## src/rtl/fetch_pkg.sv

```systemverilog
// Shared types and default constants for the TinyCPU fetch sequencer.
package fetch_pkg;

  localparam int DEF_ADDR_W  = 8;
  localparam int DEF_INSTR_W = 16;
  localparam logic [3:0] DEF_HALT_OP = 4'hF;

  typedef enum logic [1:0] {
    IDLE   = 2'd0,
    RUN    = 2'd1,
    HALTED = 2'd2
  } fetch_state_t;

  typedef struct packed {
    logic [DEF_ADDR_W-1:0]  pc;
    logic [DEF_INSTR_W-1:0] instr;
  } fetch_entry_t;

endpackage

```

## src/rtl/fetch_queue.sv

```systemverilog
// Pointer-based FIFO of fetch entries with synchronous flush and async reset.
module fetch_queue
  import fetch_pkg::*;
#(
  parameter int DEPTH = 2
) (
  input  logic                       clk,
  input  logic                       rst,
  input  logic                       flush,
  input  logic                       push,
  input  logic                       pop,
  input  fetch_entry_t               push_entry,
  output fetch_entry_t               head,
  output logic [$clog2(DEPTH):0]     count
);

  localparam int PTR_W = $clog2(DEPTH);
  localparam int CNT_W = PTR_W + 1;

  fetch_entry_t       mem_q [DEPTH];
  fetch_entry_t       mem_d [DEPTH];
  logic [PTR_W-1:0]   wr_ptr_q, wr_ptr_d;
  logic [PTR_W-1:0]   rd_ptr_q, rd_ptr_d;
  logic [CNT_W-1:0]   count_q, count_d;

  // Flush wins over push/pop; the caller never pushes when full without a pop.
  always_comb begin
    mem_d    = mem_q;
    wr_ptr_d = wr_ptr_q;
    rd_ptr_d = rd_ptr_q;
    count_d  = count_q;
    if (flush) begin
      wr_ptr_d = '0;
      rd_ptr_d = '0;
      count_d  = '0;
    end else begin
      if (push) begin
        mem_d[wr_ptr_q] = push_entry;
        wr_ptr_d        = wr_ptr_q + PTR_W'(1);
      end
      if (pop) begin
        rd_ptr_d = rd_ptr_q + PTR_W'(1);
      end
      count_d = count_q + CNT_W'(push) - CNT_W'(pop);
    end
  end

  always_ff @(posedge clk or posedge rst) begin
    if (rst) begin
      mem_q    <= '{default: '0};
      wr_ptr_q <= '0;
      rd_ptr_q <= '0;
      count_q  <= '0;
    end else begin
      mem_q    <= mem_d;
      wr_ptr_q <= wr_ptr_d;
      rd_ptr_q <= rd_ptr_d;
      count_q  <= count_d;
    end
  end

  assign head  = mem_q[rd_ptr_q];
  assign count = count_q;

endmodule

```

## src/rtl/fetch_unit.sv

```systemverilog
// TinyCPU fetch sequencer: PC, start/halt FSM, redirect and fetch queue.
// Optional FETCH_PERF_EN adds saturating perf_fetched/perf_stall counters.
module fetch_unit
  import fetch_pkg::*;
#(
  parameter int                ADDR_W   = DEF_ADDR_W,
  parameter int                INSTR_W  = DEF_INSTR_W,
  parameter int                QDEPTH   = 2,
  parameter logic [ADDR_W-1:0] RESET_PC = '0,
  parameter logic [3:0]        HALT_OP  = DEF_HALT_OP
) (
  input  logic               clk,
  input  logic               rst,
  input  logic               start,
  input  logic               halt_req,
  input  logic               redirect_valid,
  input  logic [ADDR_W-1:0]  redirect_pc,
  output logic [ADDR_W-1:0]  imem_addr,
  input  logic [INSTR_W-1:0] imem_instr,
  output logic               out_valid,
  input  logic               out_ready,
  output logic [INSTR_W-1:0] out_instr,
  output logic [ADDR_W-1:0]  out_pc,
`ifdef FETCH_PERF_EN
  output logic [15:0]        perf_fetched,
  output logic [15:0]        perf_stall,
`endif
  output logic               halted
);

  localparam int CNT_W = $clog2(QDEPTH) + 1;

  fetch_state_t       state_q, state_d;
  logic [ADDR_W-1:0]  pc_q, pc_d;
  logic               push, pop, flush, has_room;
  logic [CNT_W-1:0]   count;
  fetch_entry_t       push_entry, head;

  assign pop        = out_valid && out_ready && !redirect_valid;
  assign has_room   = (count < CNT_W'(QDEPTH)) || pop;
  assign push_entry = '{pc: pc_q, instr: imem_instr};

  // Priority: redirect > halt_req > HALT opcode > normal fetch.
  always_comb begin
    state_d = state_q;
    pc_d    = pc_q;
    push    = 1'b0;
    flush   = 1'b0;
    if (redirect_valid) begin
      flush = 1'b1;
      pc_d  = redirect_pc;
      if (start) state_d = RUN;
    end else begin
      unique case (state_q)
        IDLE, HALTED: if (start) state_d = RUN;
        RUN: begin
          if (halt_req) begin
            state_d = HALTED;
          end else if (has_room) begin
            push = 1'b1;
            if (imem_instr[INSTR_W-1 -: 4] == HALT_OP) begin
              state_d = HALTED;
            end else begin
              pc_d = pc_q + ADDR_W'(1);
            end
          end
        end
        default: state_d = IDLE;
      endcase
    end
  end

  always_ff @(posedge clk or posedge rst) begin
    if (rst) begin
      state_q <= IDLE;
      pc_q    <= RESET_PC;
    end else begin
      state_q <= state_d;
      pc_q    <= pc_d;
    end
  end

  fetch_queue #(.DEPTH(QDEPTH)) u_queue (
    .clk        (clk),
    .rst        (rst),
    .flush      (flush),
    .push       (push),
    .pop        (pop),
    .push_entry (push_entry),
    .head       (head),
    .count      (count)
  );

  assign imem_addr = pc_q;
  assign out_valid = (count != '0);
  assign out_instr = head.instr;
  assign out_pc    = head.pc;
  assign halted    = (state_q == HALTED) && (count == '0);

`ifdef FETCH_PERF_EN
  logic [15:0] perf_fetched_q, perf_fetched_d;
  logic [15:0] perf_stall_q, perf_stall_d;
  logic        stall;

  assign stall = (state_q == RUN) && (count == CNT_W'(QDEPTH)) && !pop && !redirect_valid;

  always_comb begin
    perf_fetched_d = perf_fetched_q;
    perf_stall_d   = perf_stall_q;
    if (push && perf_fetched_q != 16'hFFFF) perf_fetched_d = perf_fetched_q + 16'd1;
    if (stall && perf_stall_q != 16'hFFFF)  perf_stall_d   = perf_stall_q + 16'd1;
  end

  always_ff @(posedge clk or posedge rst) begin
    if (rst) begin
      perf_fetched_q <= '0;
      perf_stall_q   <= '0;
    end else begin
      perf_fetched_q <= perf_fetched_d;
      perf_stall_q   <= perf_stall_d;
    end
  end

  assign perf_fetched = perf_fetched_q;
  assign perf_stall   = perf_stall_q;
`endif

endmodule

```

## config.mk

```make
export PLATFORM = sky130hd
export DESIGN_NAME = fetch_unit
export DESIGN_NICKNAME = d
export VERILOG_FILES = /design/src/rtl/fetch_pkg.sv /design/src/rtl/fetch_queue.sv /design/src/rtl/fetch_unit.sv
export SDC_FILE = /design/constraint.sdc
export NUM_CORES = 1
export LEC_CHECK = 0
export ABC_AREA = 1
export CAP_MARGIN = 20
export CORE_AREA = 5 5 94 96
export DETAILED_ROUTE_END_ITERATION = 6
export DIE_AREA = 0 0 99 101
export PLACE_DENSITY = 0.73
export SLEW_MARGIN = 20
export SYNTH_ARGS = -nofsm -noshare
export SYNTH_HDL_FRONTEND = slang
export SYNTH_HIERARCHICAL = 1
export SYNTH_SLANG_ARGS = --single-unit
export TNS_END_PERCENT = 1
```

## constraint.sdc

```tcl
create_clock -name clk -period 2.15 [get_ports clk]
set_input_delay 0.645 -clock clk [delete_from_list [all_inputs] [get_ports clk]]
set_output_delay 0.645 -clock clk [all_outputs]
set_load 0.02 [all_outputs]
```

-- Yosys cells after proc, flatten, opt, wreduce, memory -nomap -nowiden
Cells that the tools add are included.
- register bits after elaboration: 62
- output and inout port bits: 34
- word-level logic and storage cells: 72
- add/subtract/negate cells: 5
- $lt $le $gt $ge: 4
- eq/ne operators: 7
- multiplexer cells: 27
- bitwise operators: 3
- reduce and logical (&&, ||, !) cells: 17
- operators with widths (operator ; count):
    $mux W24 ; 4
    $bwmux W48 ; 1
    $mux W8 ; 5
    $demux W24 S1 ; 1
    $mux W2 ; 6
    $reduce_bool A2 Y1 ; 5
    $mux W1 ; 9
    $add A8 B1 Y8 const B ; 1
    $ne A4 B4 Y1 const B ; 2
    $eq A4 B4 Y1 const B ; 1
    $ge A2 B2 Y1 const B ; 2
    $logic_and A1 B1 Y1 ; 4
    $logic_not A2 Y1 ; 2
    $not A1 Y2 ; 2
    $pmux W2 S2 ; 1
    $reduce_and A2 Y1 ; 2
    $reduce_and A4 Y1 ; 1
    $add A1 B1 Y1 const B ; 2
    $add A2 B1 Y2 ; 1
    $eq A2 B1 Y1 const B ; 1
    $eq A2 B2 Y1 const B ; 1
    $lt A2 B1 Y1 const B ; 1
    $lt A2 B2 Y1 const B ; 1
    $ne A2 B1 Y1 const B ; 1
    other kinds (6) ; 6

-- Longest topological paths before layout
Gate-level depths: netlist (run 1).
- depth in word-level cells: 11
- depth in mapped cells: 10

-- By module
The synthesis (run 1) kept the hierarchy.
- modules (own cells, without submodules) (module ; instances ; cells an instance ; area each (um^2) ; seq. area each (um^2)):
    fetch_queue ; 1 ; 232 ; 2353.5 ; 1301.2
    fetch_unit ; 1 ; 111 ; 740.7 ; 250.2

-- Least setup slack after synthesis (run 1)
Ideal clock, no wire load.
- kind: register to output
- start: register u_queue.count_q[1], in the netlist u_queue/count[1]
- end: output port halted
- arrival: 1.128 ns
- required time: 1.505 ns
- path slack: 0.377 ns
- stages on the path, launching flop included: 4
- path buffers: 0
- cells stage by stage: dfrtp_1 -> nor2_1 -> inv_1 -> nor3_1
- cells in the longest elaborated chain, start to end: 2
- ends and longest elaborated chain (what ; RTL line ; text):
    from (decl) ; fetch_queue.sv:24 ; logic [CNT_W-1:0] count_q, count_d;
    from (signal assigned) ; fetch_queue.sv:58 ; count_q <= count_d;
    $logic_not A2 Y1 ; fetch_unit.sv:98 ; assign halted = (state_q == HALTED) && (count == '0);
    $logic_and A1 B1 Y1 ; fetch_unit.sv:98 ;
    to (decl) ; fetch_unit.sv:28 ; output logic halted
Every way passes these cells.

-- Final worst setup path (run 1)
- start: register pc_q[1], in the netlist imem_addr[1]
- end: output port imem_addr[1]
- RTL lines (what ; RTL line ; text):
    from (decl) ; fetch_unit.sv:34 ; logic [ADDR_W-1:0] pc_q, pc_d;
    from (signal assigned) ; fetch_unit.sv:79 ; pc_q <= pc_d;
    to (decl) ; fetch_unit.sv:18 ; output logic [ADDR_W-1:0] imem_addr,
No word-level cell between the ends.

==> results of run 1 <==
==> synth_stat cells (3+ instances only) <==
cell      n  area share
nand3_1  16       0.026
dfrtp_1  62        0.50
o21ai_2   9       0.025
nor2_2    3      0.0061
inv_1    42       0.051
nand2_1  90        0.11
buf_2     4      0.0065
inv_2     5      0.0061
ha_1      3       0.012
mux2_2   24       0.087
nor2_1    9       0.011
o21ai_1  22       0.036
o21ai_0  25       0.040
nand2_2   4      0.0081
buf_6     7       0.025
==> cell families (layout without fill, tap and decap cells) <==
logic type               count (synthesis)  count (layout)  share of synthesized area
AND/OR/NAND/NOR                        132             132                      0.194
flip-flops                              62              62                      0.501
AO/OA/AOI/OAI                           60              60                      0.110
multiplexers                            24              24                     0.0873
adder cells (fa/ha/maj)                  3               3                     0.0121
buffers and inverters                   62             143                     0.0950
==> registers in the layout (all words and copies together), names as in the netlist <==
name and count:
u_queue/mem_q 48, imem_addr 8, state_q 2, u_queue/count 2
u_queue/rd_ptr_q 1, u_queue/wr_ptr_q 1
==> worst reg2reg max path, stage by stage, from the launching register on <==
cell and delay, ps:
dfrtp_1 410, inv_2 60, nand2_1 100, nor2_4 110
nand2_2 50, inv_1 150, nand3_2 140, buf_4 210
nand2_1 80, o21ai_1 60
==> worst min path at each step <==
stage | cells after the start | endpoint | from
after floorplan | 2 | u_queue/mem_q[17] | u_queue/mem_q[17]
after global placement | 2 | u_queue/mem_q[21] | u_queue/mem_q[21]
after detailed placement | 2 | u_queue/mem_q[33] | u_queue/mem_q[33]
after CTS | 2 | u_queue/mem_q[33] | u_queue/mem_q[33]
after global routing | 2 | u_queue/mem_q[43] | u_queue/mem_q[43]
final | 2 | u_queue/mem_q[35] | u_queue/mem_q[35]
==> what timing repair did <==
action	CTS	global route
endpoints found under the setup margin	28	3
setup buffers	0	0
pin swaps	0	0
gates resized for setup	99	5
==> routing by layer <==
metal	global-route usage	vias to the layer above	routed length, microns
met3	0.0415	9	328
met4	0.0630	0	99
met5	0	-	0
met2	0.226	55	3160
li1	-	1252	-
met1	0.162	1169	2940
==> per-stage QoR <==
step	setup TNS [ps]	instances	utilization	hold slack, ps	power, mW
floorplan	0	343	-	448	2.82
global route	0	529	0.498	506	4.48
finish	0	529	0.498	481	4.17
detailed placement	-1270	514	0.494	465	3.62
global placement	-64.6	514	0.494	460	3.57
CTS	-84.8	529	0.498	481	4.25
==> where the power goes <==
group | leakage (nW) | internal, mW | switching, mW | total (mW)
logic | 1.14 | 0.697 | 0.882 | 1.58
registers | 0.805 | 1.53 | 0.238 | 1.77
clock network | 0.0817 | 0.403 | 0.425 | 0.828
total | 2.02 | 2.63 | 1.55 | 4.17
==> layout make-up <==
type,count,area (sq um),share of cell area
sequential,62,1550,0.392
multi-input combinational,219,1250,0.315
timing repair buffer,80,694,0.175
inverter,48,183,0.0461
tap,105,131,0.0331
clock buffer,10,128,0.0322
clock inverter,5,27.5,0.00694
==> run metrics, run 1 <==
Crit path depth=1; nets@finish=453; proportion of layout cells with a drive suffix above 1=0.259; latest clock arrival within the worst-skew pair=330 ps; largest net degree at the start of global routing=53; worst reg2reg startpoint=state_q[1]; unrepaired setup endpoints after global routing=false; Seq cells post-synth=62; f_max=478 MHz; Post-CTS Hold Fix Bufs=0; standard cell core area=0.00797 sq mm; mean number of vias per cell=4.70; path type of the worst min-delay path=flip-flop to flip-flop; hold violation count in the final report=0; max-slew violation count=0; result of the run=finished clean; Worst Skew=8.27 ps; total wire length after detailed routing=6530 microns; chain of cells forming the critical path=clkdlybuf4s50_1; worst slew margin relative to its limit=0.753; kind of critical path=flip-flop to primary output; Crit Reg-Reg Endpoint=u_queue/mem_q[4]; number of cells traversed by the worst register-to-register path=9; Setup WS post-layout=56.8 ps; number of design-rule violations left by the first detailed-router iteration=87; R2R Setup Slk=670 ps; Power Density=1050 mW/mm^2; worst slew pin tran=370 ps; first-pass GRT wire length=10900 microns; count of standard-cell rows=33; HPWL after DPL=4790 microns; antenna diode count=0; Primary FF master, synth=dfrtp_1; number of antenna violations at the first check in global routing=0; buffers from clock root to sink, at most=2; post-detailed-route wirelength per cell=12.3 microns; Worst Setup SP=imem_addr[1]; placement-stage worst setup slack=-74.1 ps; final std cell area, no fill=0.00397 sq mm; Top delay family on crit path=buffers and inverters; Horiz. Die Dim=99 microns; CP max stage cell=clkdlybuf4s50_1; Filler cells=773; average footprint of a synthesized cell=9.02 sq um; Worst EP required=1500 ps; placement-stage cell area=0.00394 sq mm; synthesized cell area=0.00309 sq mm; data arrival at the endpoint of the critical path=1450 ps; TritonCTS clock tree=yes; weighted congestion reported at the end of routability-driven placement=0.827; DR vias=2485; number of warnings printed during yosys synthesis=6; asr flop ratio synth=1.00; Detail Route Antenna Nets=0; Die Footprint=0.0100 sq mm; remaining global-route overflow=0; Leakage=2.02 nW; Max Fanout on Critical Path=6; Layout area overhead=28.1%; number of global-route vias before repair=2470; Worst setup EP type=primary output; number of design rule violations left after detail routing=0; final worst-path cycle share=0.974; endpoint of the worst setup timing path=imem_addr[1]; most common cell after layout, fill and taps aside=nand2_1; GRT Total Usage=0.136; net count of the mapped netlist=376; post-synth cell types=28; commonest cells after routing, fill and taps aside=nand2_1 (90), dfrtp_1 (61), inv_1 (41); die boundary height=101 microns; cts bufs inserted=9; maximum vdd ir drop=0.000327 V; final critical delay including setup and external delays=2090 ps; proportion of synthesized chip area in sequential cells=0.501; Port Buffers=63; Boundary Pins=64; Max H-tree Level=3; total of max-cap violations=0; initial core utilization=0.388; buffer type at the clock tree root=clkbuf_8; number of search-and-repair iterations in the first detailed-routing pass=4; clock transition time at the flip-flop clock pins of the worst setup and hold paths=70 ps; # setup viols final=0; clock tree sinks=62; buffers and inverters on the worst path=1; Critical Path Max Stage Delay=650 ps; startpoint types=flip-flop; number of enable-type register cells in the synthesized netlist=0; Gate Count Post-Synth=343
No activity file was read; power rests on OpenSTA's default activity.
==> run 2, diff against run 1 <==
--- a/config.mk
+++ b/config.mk
@@ -6,7 +6,7 @@
 export NUM_CORES = 1
 export LEC_CHECK = 0
 export ABC_AREA = 1
-export CAP_MARGIN = 20
+export CAP_MARGIN = 5
 export CORE_AREA = 5 5 94 96
 export DETAILED_ROUTE_END_ITERATION = 6
 export DIE_AREA = 0 0 99 101
==> results of run 2 <==
Final layout, timing and power as in run 1 (identical DEF).
